$ cat src/rtl/uart_mmio_port_if.sv
// rtl/uart_mmio_port_if.sv - mmio_bus UART strobe/data bundle between memory controller and UART
interface uart_mmio_port_if;
  logic       tx_wen;
  logic       rx_ren;
  logic [2:0] uart_addr;
  logic [7:0] uart_din;
  logic [7:0] uart_dout;
  logic       tx_full;
  logic       rx_data_present;

  modport master (
    output tx_wen, rx_ren, uart_addr, uart_din,
    input  uart_dout, tx_full, rx_data_present
  );

  modport slave (
    input  tx_wen, rx_ren, uart_addr, uart_din,
    output uart_dout, tx_full, rx_data_present
  );
endinterface

$ cat src/rtl/uart_mmio_port.sv
// rtl/uart_mmio_port.sv - memory-mapped UART with TX/RX FIFOs, 16x oversampled serializer/deserializer
module uart_mmio_port #(
  parameter int CLK_FREQ   = 100000000,
  parameter int BAUD       = 115200,
  parameter int FIFO_DEPTH = 16
) (
  input  logic            clk,
  input  logic            Rst,
  uart_mmio_port_if.slave bus,
  output logic            tx,
  input  logic            rx
);
  localparam int DIV_RAW = CLK_FREQ / (BAUD * 16);
  localparam int DIV     = (DIV_RAW < 1) ? 1 : DIV_RAW;
  localparam int CW      = (DIV > 1) ? $clog2(DIV) : 1;
  localparam logic [CW-1:0] DIV_LAST = CW'(DIV - 1);
  localparam int AW      = $clog2(FIFO_DEPTH);

  typedef enum logic [1:0] {S_IDLE, S_START, S_DATA, S_STOP} state_t;

  logic [CW-1:0] r_div_cnt;
  logic          w_tick;

  logic [7:0]    r_tx_mem [FIFO_DEPTH];
  logic [AW:0]   r_tx_wp, r_tx_rp;
  logic          w_tx_empty, w_tx_full, w_tx_push, w_tx_pop;
  logic [7:0]    w_tx_head;
  state_t        r_tx_state;
  logic [3:0]    r_tx_cnt;
  logic [2:0]    r_tx_bit;
  logic [7:0]    r_tx_shift;
  logic          r_tx_line;

  logic [7:0]    r_rx_mem [FIFO_DEPTH];
  logic [AW:0]   r_rx_wp, r_rx_rp;
  logic          w_rx_empty, w_rx_full, w_rx_push, w_rx_pop;
  logic [7:0]    w_rx_head;
  logic          r_rx_sync1, r_rx_sync2, w_rx_line;
  state_t        r_rx_state;
  logic [3:0]    r_rx_cnt;
  logic [2:0]    r_rx_bit;
  logic [7:0]    r_rx_shift;
  logic          w_rx_done, w_ovr_set, w_ferr_set, w_st_clr;
  logic          r_rx_ovr, r_frame_err;
  logic [7:0]    w_dout;

  assign w_tick     = (r_div_cnt == DIV_LAST);
  assign w_tx_empty = (r_tx_wp == r_tx_rp);
  assign w_tx_full  = (r_tx_wp[AW] != r_tx_rp[AW]) && (r_tx_wp[AW-1:0] == r_tx_rp[AW-1:0]);
  assign w_rx_empty = (r_rx_wp == r_rx_rp);
  assign w_rx_full  = (r_rx_wp[AW] != r_rx_rp[AW]) && (r_rx_wp[AW-1:0] == r_rx_rp[AW-1:0]);
  assign w_tx_head  = r_tx_mem[r_tx_rp[AW-1:0]];
  assign w_rx_head  = r_rx_mem[r_rx_rp[AW-1:0]];
  assign w_rx_line  = r_rx_sync2;

  assign w_tx_push  = bus.tx_wen && (bus.uart_addr == 3'd0) && !w_tx_full;
  // The serializer takes a new byte from IDLE or straight out of STOP so frames run back to back.
  assign w_tx_pop   = w_tick && !w_tx_empty &&
                      ((r_tx_state == S_IDLE) || ((r_tx_state == S_STOP) && (r_tx_cnt == 4'd15)));
  assign w_rx_pop   = bus.rx_ren && (bus.uart_addr == 3'd0) && !w_rx_empty;
  assign w_st_clr   = bus.rx_ren && (bus.uart_addr == 3'd4);
  assign w_rx_done  = w_tick && (r_rx_state == S_STOP) && (r_rx_cnt == 4'd15);
  // A pop in the same cycle frees the slot a full-FIFO push needs.
  assign w_rx_push  = w_rx_done && w_rx_line && (!w_rx_full || w_rx_pop);
  assign w_ovr_set  = w_rx_done && w_rx_line && w_rx_full && !w_rx_pop;
  assign w_ferr_set = w_rx_done && !w_rx_line;

  assign tx                  = r_tx_line;
  assign bus.tx_full         = w_tx_full;
  assign bus.rx_data_present = !w_rx_empty;
  assign bus.uart_dout       = w_dout;

  // Read mux: DATA shows the RX head (0 when empty), STATUS packs flags, other offsets read 0.
  always_comb begin
    w_dout = 8'h00;
    case (bus.uart_addr)
      3'd0:    if (!w_rx_empty) w_dout = w_rx_head;
      3'd4:    w_dout = {3'b000, r_frame_err, r_rx_ovr,
                         (w_tx_empty && (r_tx_state == S_IDLE)), w_tx_full, !w_rx_empty};
      default: w_dout = 8'h00;
    endcase
  end

  // Oversample tick divider, 16 ticks per bit.
  always_ff @(posedge clk or negedge Rst)
    if (!Rst)        r_div_cnt <= '0;
    else if (w_tick) r_div_cnt <= '0;
    else             r_div_cnt <= r_div_cnt + 1'b1;

  // FIFO storage needs no reset; validity comes from the pointers.
  always_ff @(posedge clk) begin
    if (w_tx_push) r_tx_mem[r_tx_wp[AW-1:0]] <= bus.uart_din;
    if (w_rx_push) r_rx_mem[r_rx_wp[AW-1:0]] <= r_rx_shift;
  end

  // FIFO pointers with wrap bit.
  always_ff @(posedge clk or negedge Rst)
    if (!Rst) begin
      r_tx_wp <= '0;
      r_tx_rp <= '0;
      r_rx_wp <= '0;
      r_rx_rp <= '0;
    end else begin
      if (w_tx_push) r_tx_wp <= r_tx_wp + 1'b1;
      if (w_tx_pop)  r_tx_rp <= r_tx_rp + 1'b1;
      if (w_rx_push) r_rx_wp <= r_rx_wp + 1'b1;
      if (w_rx_pop)  r_rx_rp <= r_rx_rp + 1'b1;
    end

  // TX frame FSM driving a registered line.
  always_ff @(posedge clk or negedge Rst)
    if (!Rst) begin
      r_tx_state <= S_IDLE;
      r_tx_cnt   <= '0;
      r_tx_bit   <= '0;
      r_tx_shift <= '0;
      r_tx_line  <= 1'b1;
    end else if (w_tick) begin
      case (r_tx_state)
        S_IDLE: begin
          r_tx_cnt <= '0;
          if (w_tx_pop) begin
            r_tx_shift <= w_tx_head;
            r_tx_state <= S_START;
            r_tx_line  <= 1'b0;
          end
        end
        S_START: begin
          r_tx_cnt <= r_tx_cnt + 1'b1;
          if (r_tx_cnt == 4'd15) begin
            r_tx_state <= S_DATA;
            r_tx_bit   <= '0;
            r_tx_line  <= r_tx_shift[0];
          end
        end
        S_DATA: begin
          r_tx_cnt <= r_tx_cnt + 1'b1;
          if (r_tx_cnt == 4'd15) begin
            if (r_tx_bit == 3'd7) begin
              r_tx_state <= S_STOP;
              r_tx_line  <= 1'b1;
            end else begin
              r_tx_bit   <= r_tx_bit + 1'b1;
              r_tx_shift <= r_tx_shift >> 1;
              r_tx_line  <= r_tx_shift[1];
            end
          end
        end
        S_STOP: begin
          r_tx_cnt <= r_tx_cnt + 1'b1;
          if (r_tx_cnt == 4'd15) begin
            if (w_tx_pop) begin
              r_tx_shift <= w_tx_head;
              r_tx_state <= S_START;
              r_tx_line  <= 1'b0;
            end else begin
              r_tx_state <= S_IDLE;
            end
          end
        end
      endcase
    end

  // Two-flop synchronizer for the asynchronous rx line.
  always_ff @(posedge clk or negedge Rst)
    if (!Rst) begin
      r_rx_sync1 <= 1'b1;
      r_rx_sync2 <= 1'b1;
    end else begin
      r_rx_sync1 <= rx;
      r_rx_sync2 <= r_rx_sync1;
    end

  // RX frame FSM: validate start at half bit, then sample each bit at mid-bit.
  always_ff @(posedge clk or negedge Rst)
    if (!Rst) begin
      r_rx_state <= S_IDLE;
      r_rx_cnt   <= '0;
      r_rx_bit   <= '0;
      r_rx_shift <= '0;
    end else begin
      case (r_rx_state)
        S_IDLE: begin
          if (!w_rx_line) begin
            r_rx_state <= S_START;
            r_rx_cnt   <= '0;
          end
        end
        S_START: if (w_tick) begin
          r_rx_cnt <= r_rx_cnt + 1'b1;
          if (r_rx_cnt == 4'd7) begin
            if (!w_rx_line) begin
              r_rx_state <= S_DATA;
              r_rx_cnt   <= '0;
              r_rx_bit   <= '0;
            end else begin
              r_rx_state <= S_IDLE;
            end
          end
        end
        S_DATA: if (w_tick) begin
          r_rx_cnt <= r_rx_cnt + 1'b1;
          if (r_rx_cnt == 4'd15) begin
            r_rx_shift <= {w_rx_line, r_rx_shift[7:1]};
            if (r_rx_bit == 3'd7) r_rx_state <= S_STOP;
            else                  r_rx_bit   <= r_rx_bit + 1'b1;
          end
        end
        S_STOP: if (w_tick) begin
          r_rx_cnt <= r_rx_cnt + 1'b1;
          if (r_rx_cnt == 4'd15) r_rx_state <= S_IDLE;
        end
      endcase
    end

  // Sticky error flags; a set in the clearing cycle wins.
  always_ff @(posedge clk or negedge Rst)
    if (!Rst) begin
      r_rx_ovr    <= 1'b0;
      r_frame_err <= 1'b0;
    end else begin
      if (w_ovr_set)     r_rx_ovr <= 1'b1;
      else if (w_st_clr) r_rx_ovr <= 1'b0;
      if (w_ferr_set)    r_frame_err <= 1'b1;
      else if (w_st_clr) r_frame_err <= 1'b0;
    end
endmodule

$ cat src/flat_wrapper.sv
// flat-port wrapper written by rule: the top's interface ports become plain ports
module uart_mmio_port_flat 
#(
  parameter int CLK_FREQ   = 100000000,
  parameter int BAUD       = 115200,
  parameter int FIFO_DEPTH = 16
)
  (clk, Rst, tx, rx, bus_tx_wen, bus_rx_ren, bus_uart_addr, bus_uart_din, bus_uart_dout, bus_tx_full, bus_rx_data_present);
  uart_mmio_port_if bus_i ();
  input  logic clk;
  input  logic Rst;
  output logic tx;
  input  logic rx;
  input wire logic [$bits(bus_i.tx_wen)-1:0] bus_tx_wen;
  input wire logic [$bits(bus_i.rx_ren)-1:0] bus_rx_ren;
  input wire logic [$bits(bus_i.uart_addr)-1:0] bus_uart_addr;
  input wire logic [$bits(bus_i.uart_din)-1:0] bus_uart_din;
  output wire logic [$bits(bus_i.uart_dout)-1:0] bus_uart_dout;
  output wire logic [$bits(bus_i.tx_full)-1:0] bus_tx_full;
  output wire logic [$bits(bus_i.rx_data_present)-1:0] bus_rx_data_present;
  assign bus_i.tx_wen = bus_tx_wen;
  assign bus_i.rx_ren = bus_rx_ren;
  assign bus_i.uart_addr = bus_uart_addr;
  assign bus_i.uart_din = bus_uart_din;
  assign bus_uart_dout = bus_i.uart_dout;
  assign bus_tx_full = bus_i.tx_full;
  assign bus_rx_data_present = bus_i.rx_data_present;
  uart_mmio_port #(.CLK_FREQ(CLK_FREQ), .BAUD(BAUD), .FIFO_DEPTH(FIFO_DEPTH)) u_core (.clk(clk), .Rst(Rst), .bus(bus_i), .tx(tx), .rx(rx));
endmodule
$ cat config.mk
export PLATFORM = sky130hd
export DESIGN_NAME = uart_mmio_port_flat
export DESIGN_NICKNAME = d
export VERILOG_FILES = /design/src/rtl/uart_mmio_port_if.sv /design/src/rtl/uart_mmio_port.sv /design/src/flat_wrapper.sv
export SDC_FILE = /design/constraint.sdc
export NUM_CORES = 1
export LEC_CHECK = 0
export BUFFER_PORTS_ARGS = -buffer_cell sky130_fd_sc_hd__buf_2
export CAP_MARGIN = 5
export CORE_ASPECT_RATIO = 0.9
export CORE_MARGIN = 5
export CORE_UTILIZATION = 58
export CTS_BUF_LIST = sky130_fd_sc_hd__clkbuf_2
export DETAILED_ROUTE_END_ITERATION = 12
export GPL_ROUTABILITY_DRIVEN = 0
export MAX_ROUTING_LAYER = met4
export PLACE_DENSITY = 0.73
export RECOVER_POWER = 100
export SLEW_MARGIN = 20
export SYNTH_ARGS = -nofsm -noshare
export SYNTH_HDL_FRONTEND = slang
export SYNTH_SLANG_ARGS = --single-unit
export TNS_END_PERCENT = 10
$ cat constraint.sdc
create_clock -name clk -period 4.3 [get_ports clk]
set_input_delay 0.86 -clock clk [delete_from_list [all_inputs] [get_ports clk]]
set_output_delay 0.86 -clock clk [all_outputs]
set_load 0.02 [all_outputs]
==> results_tabular.tex <==
\begin{tabular}{lr}
\hline
Metric & Value \\
\hline
\multicolumn{2}{l}{\textbf{Status}} \\
\quad Status & finished, violations left \\
\quad Violations in the final reports & capacitance limit, slew limit \\
\multicolumn{2}{l}{\textbf{CTS}} \\
\quad Register clock-pin slew on the reported worst setup and hold paths & 0.09 ns \\
\quad Max Buffers Root-to-Sink & 3 \\
\quad CTS tree & yes \\
\quad Clock root buffer master & clkbuf\_2 \\
\quad Clock latency reported for the late side of the worst-skew pair & 0.86 ns \\
\quad Count of H-tree levels built during CTS & 3 \\
\quad Clock tree sinks & 321 \\
\quad Number of CTS-inserted buffers & 77 \\
\multicolumn{2}{l}{\textbf{Critical path}} \\
\quad R2r endpoint & u\_core.r\_rx\_mem[3][1] \\
\quad Endpoint type of the worst setup path & output port \\
\quad Element type at the critical path start & register \\
\quad Number of cells traversed by the worst register-to-register path & 10 \\
\quad Critical Setup Path Class & reg -> out \\
\quad Critical register-to-register path startpoint & u\_core.r\_div\_cnt[1] \\
\quad Data required time of the critical path & 3.44 ns \\
\quad Biggest fanout along the worst timing path & 24 \\
\quad Setup slack of the worst register-to-register path & 0.76 ns \\
\quad Arrival time worst endpoint & 3.14 ns \\
\multicolumn{2}{l}{\textbf{Timing}} \\
\quad Worst slew pin tran & 2.40 ns \\
\quad Final number of setup-violating endpoints & 0 \\
\quad Hold Vio Cnt, Final & 0 \\
\quad Max Freq & 250 MHz \\
\quad Number of slew-limit violations in the final report & 42 \\
\quad Least setup slack across all paths after layout & 0.302 ns \\
\quad Relative max-transition margin & -59.9\% \\
\quad Clock tree skew after final layout & 0.100 ns \\
\quad Fraction of the cycle the final worst path needs & 93.0\% \\
\quad Total negative setup slack & 0 ns \\
\quad RSZ-0062 raised after global routing & no \\
\quad Shortest period the worst path allows & 4.00 ns \\
\multicolumn{2}{l}{\textbf{Synth}} \\
\quad Sequential-to-total area share from yosys stat & 68.9\% \\
\quad Yosys reg bits & 321 \\
\quad Synthesized Nets & 849 \\
\quad Prevailing post-synth register cell & edfxtp\_1 \\
\quad Warnings, synthesis & 0 \\
\quad Syn avg cell area & 16.8 µm² \\
\quad Post-synthesis instance area & 0.0135 mm² \\
\quad Number of enable flip-flop cells after synthesis & 256 \\
\quad Number of unique standard cell types used by synthesis & 53 \\
\quad Post-synth ARST share & 20.2\% \\
\quad Number of standard cells after synthesis & 804 \\
\multicolumn{2}{l}{\textbf{Floorplanning}} \\
\quad Effective utilization at floorplan & 58.4\% \\
\quad Std-Cell Rows & 53 \\
\quad Std-Cell Core Area & 0.0231 mm² \\
\quad Horizontal die dimension & 171 µm \\
\quad Number of ports placed on the die boundary & 27 \\
\quad Die outline area & 0.0265 mm² \\
\quad Die Y & 155 µm \\
\multicolumn{2}{l}{\textbf{Finish}} \\
\quad Final layout net count & 926 \\
\quad Most common library cell in the layout ignoring fill and taps & edfxtp\_1 \\
\quad Final Instance Area & 0.0146 mm² \\
\quad Share of final-layout standard cells stronger than drive strength 1 & 23.5\% \\
\quad Most frequent cells in the layout & edfxtp\_1 (256), clkbuf\_2 (119), dfrtp\_1 (60), mux4\_2 (52), nand2\_1 (42) \\
\quad Area added between synthesis and finish & 7.60\% \\
\multicolumn{2}{l}{\textbf{Route}} \\
\quad DR DRC count & 0 \\
\quad Post-DR wirelength/cell & 22.3 µm \\
\quad Count of nets left with antenna violations after detail routing & 0 \\
\quad Detailed-route wire length & 27.8 mm \\
\quad Total vias in the final route & 7556 \\
\quad Detailed Route Iter0 Violations & 629 \\
\quad Via-per-instance ratio & 6.08 \\
\quad TritonRoute pass-1 iters & 5 \\
\multicolumn{2}{l}{\textbf{Power and ir drop}} \\
\quad Pwr Total & 5.90 mW \\
\quad VDD IR-drop max & 0.266 mV \\
\quad LEAKAGE & 5.69 nW \\
\quad Total power density per cell area & 406 mW/mm² \\
\multicolumn{2}{l}{\textbf{GRT}} \\
\quad Largest net degree at the start of global routing & 51 \\
\quad First-pass GRT wire length & 44.2 mm \\
\quad Number of global-route vias before repair & 7851 \\
\quad Residual overflow from global routing & 0 \\
\quad Total routing usage reported by global routing & 22.5\% \\
\quad Initial antenna violation count & 1 \\
\multicolumn{2}{l}{\textbf{Min path}} \\
\quad Class of the tightest hold or removal check & in -> reg \\
\quad Min-Delay Endpoint & u\_core.r\_rx\_sync1 \\
\quad Worst hold path cell count & 1 \\
\quad Hold path startpoint & rx \\
\multicolumn{2}{l}{\textbf{Place}} \\
\quad HPWL Detailed & 18.0 mm \\
\quad Setup slack after placement & 0.970 ns \\
\quad PortBufs & 26 \\
\quad Cell area reported after detailed placement & 0.0139 mm² \\
\multicolumn{2}{l}{\textbf{Job}} \\
\quad Max-cap viol count & 1 \\
\hline
\end{tabular}
==> cells by family (layout without fill, tap and decap cells) <==
logic type / after synthesis / in the layout / synth area share (%)
AO/OA/AOI/OAI: 89 / 89 / 5.01
adder cells (fa/ha/maj): 29 / 29 / 2.68
buffers and inverters: 59 / 195 / 1.94
other: 0 / 1 / 0
AND/OR/NAND/NOR: 166 / 166 / 6.38
flip-flops: 321 / 321 / 68.9
multiplexers: 109 / 109 / 13.1
XOR/XNOR: 31 / 31 / 2.01
==> cells in the mapped netlist, types with 17 or more instances <==
master / instances / area, µm²
nand3_1: 28 / 140
clkbuf_1: 19 / 71.3
nand2_1: 42 / 158
a22oi_1: 17 / 128
mux2_2: 20 / 225
nor2_1: 26 / 97.6
ha_1: 29 / 363
dfrtp_1: 62 / 1550
mux2i_1: 37 / 370
mux4_2: 52 / 1170
and3_1: 33 / 206
edfxtp_1: 256 / 7690
inv_1: 17 / 63.8
==> worst max path at each step <==
stage,startpoint,to,slack [ns],depth (start not counted)
final,u_core.r_rx_rp[0],bus_uart_dout[2],0.30,5
after global routing,u_core.r_rx_rp[0],bus_uart_dout[4],0.07,6
after CTS,u_core.r_rx_rp[0],bus_uart_dout[2],0.07,5
after detailed placement,u_core.r_rx_rp[0],bus_uart_dout[2],0.97,5
after global placement,u_core.r_rx_rp[0],bus_uart_dout[4],1.03,6
after floorplan,bus_uart_addr[1],u_core.r_rx_mem[3][0],1.38,6
==> area by class of cell <==
cell class | count | area (µm²)
inverters | 18 | 67.6
well taps | 302 | 378
clock buffers | 116 | 581
flip-flops and latches | 321 | 9320
diodes | 1 | 2.50
multi-input cells | 424 | 3870
fillers | 1647 | 8590
repair buffers | 39 | 193
clock inverters | 22 | 133
==> stage by stage <==
| stage | std cells | utilization (%) | hold slack, ns |
|---|---|---|---|
| finish | 1243 | 62.9 | 0.159 |
| global route | 1243 | 62.9 | 0.0569 |
| CTS | 1241 | 63.3 | 0.0665 |
| detailed placement | 1103 | 60.2 | 0.350 |
| global placement | 1103 | 60.2 | 0.347 |
| floorplan | 804 | - | 0.345 |
==> report_power, final <==
| part | switching, mW | leakage, nW | total, mW | internal, mW |
|---|---|---|---|---|
| Clock | 1.18 | 0.535 | 1.96 | 0.785 |
| Sequential | 0.119 | 3.51 | 3.50 | 3.38 |
| Combinational | 0.250 | 1.65 | 0.445 | 0.195 |
| Total | 1.55 | 5.69 | 5.90 | 4.36 |
==> critical path: stages (launching register included) <==
cell and delay [ns]:
dfrtp_4 0.74, mux4_2 0.58, a22oi_1 0.44, nand3_1 0.20, o2bb2ai_1 0.19, clkbuf_1 0.19
==> layer usage <==
layer | global-route usage (%) | wire, µm
met1 | 32.7 | 12100
met2 | 33.0 | 13100
met3 | 4.93 | 2140
met4 | 6.19 | 390
met5 | - | 0
==> flip-flops by register name, indices dropped and copies added, names as in the netlist, 4 cells and up, named ones only <==
name / count
u_core.r_rx_rp: 5
u_core.r_tx_mem: 128
u_core.r_rx_wp: 5
u_core.r_rx_mem: 128
u_core.r_tx_cnt: 4
u_core.r_div_cnt: 6
u_core.r_tx_rp: 5
u_core.r_rx_cnt: 4
u_core.r_rx_shift: 8
u_core.r_tx_shift: 8
u_core.r_tx_wp: 5
==> timing repair <==
item,4_1_cts,5_1_grt
gates resized for setup,0,1
hold buffers,0,1
setup endpoints to repair,0,5
endpoints found under the hold margin,0,11
setup buffers,0,0
(Power assumes the default switching activity.)
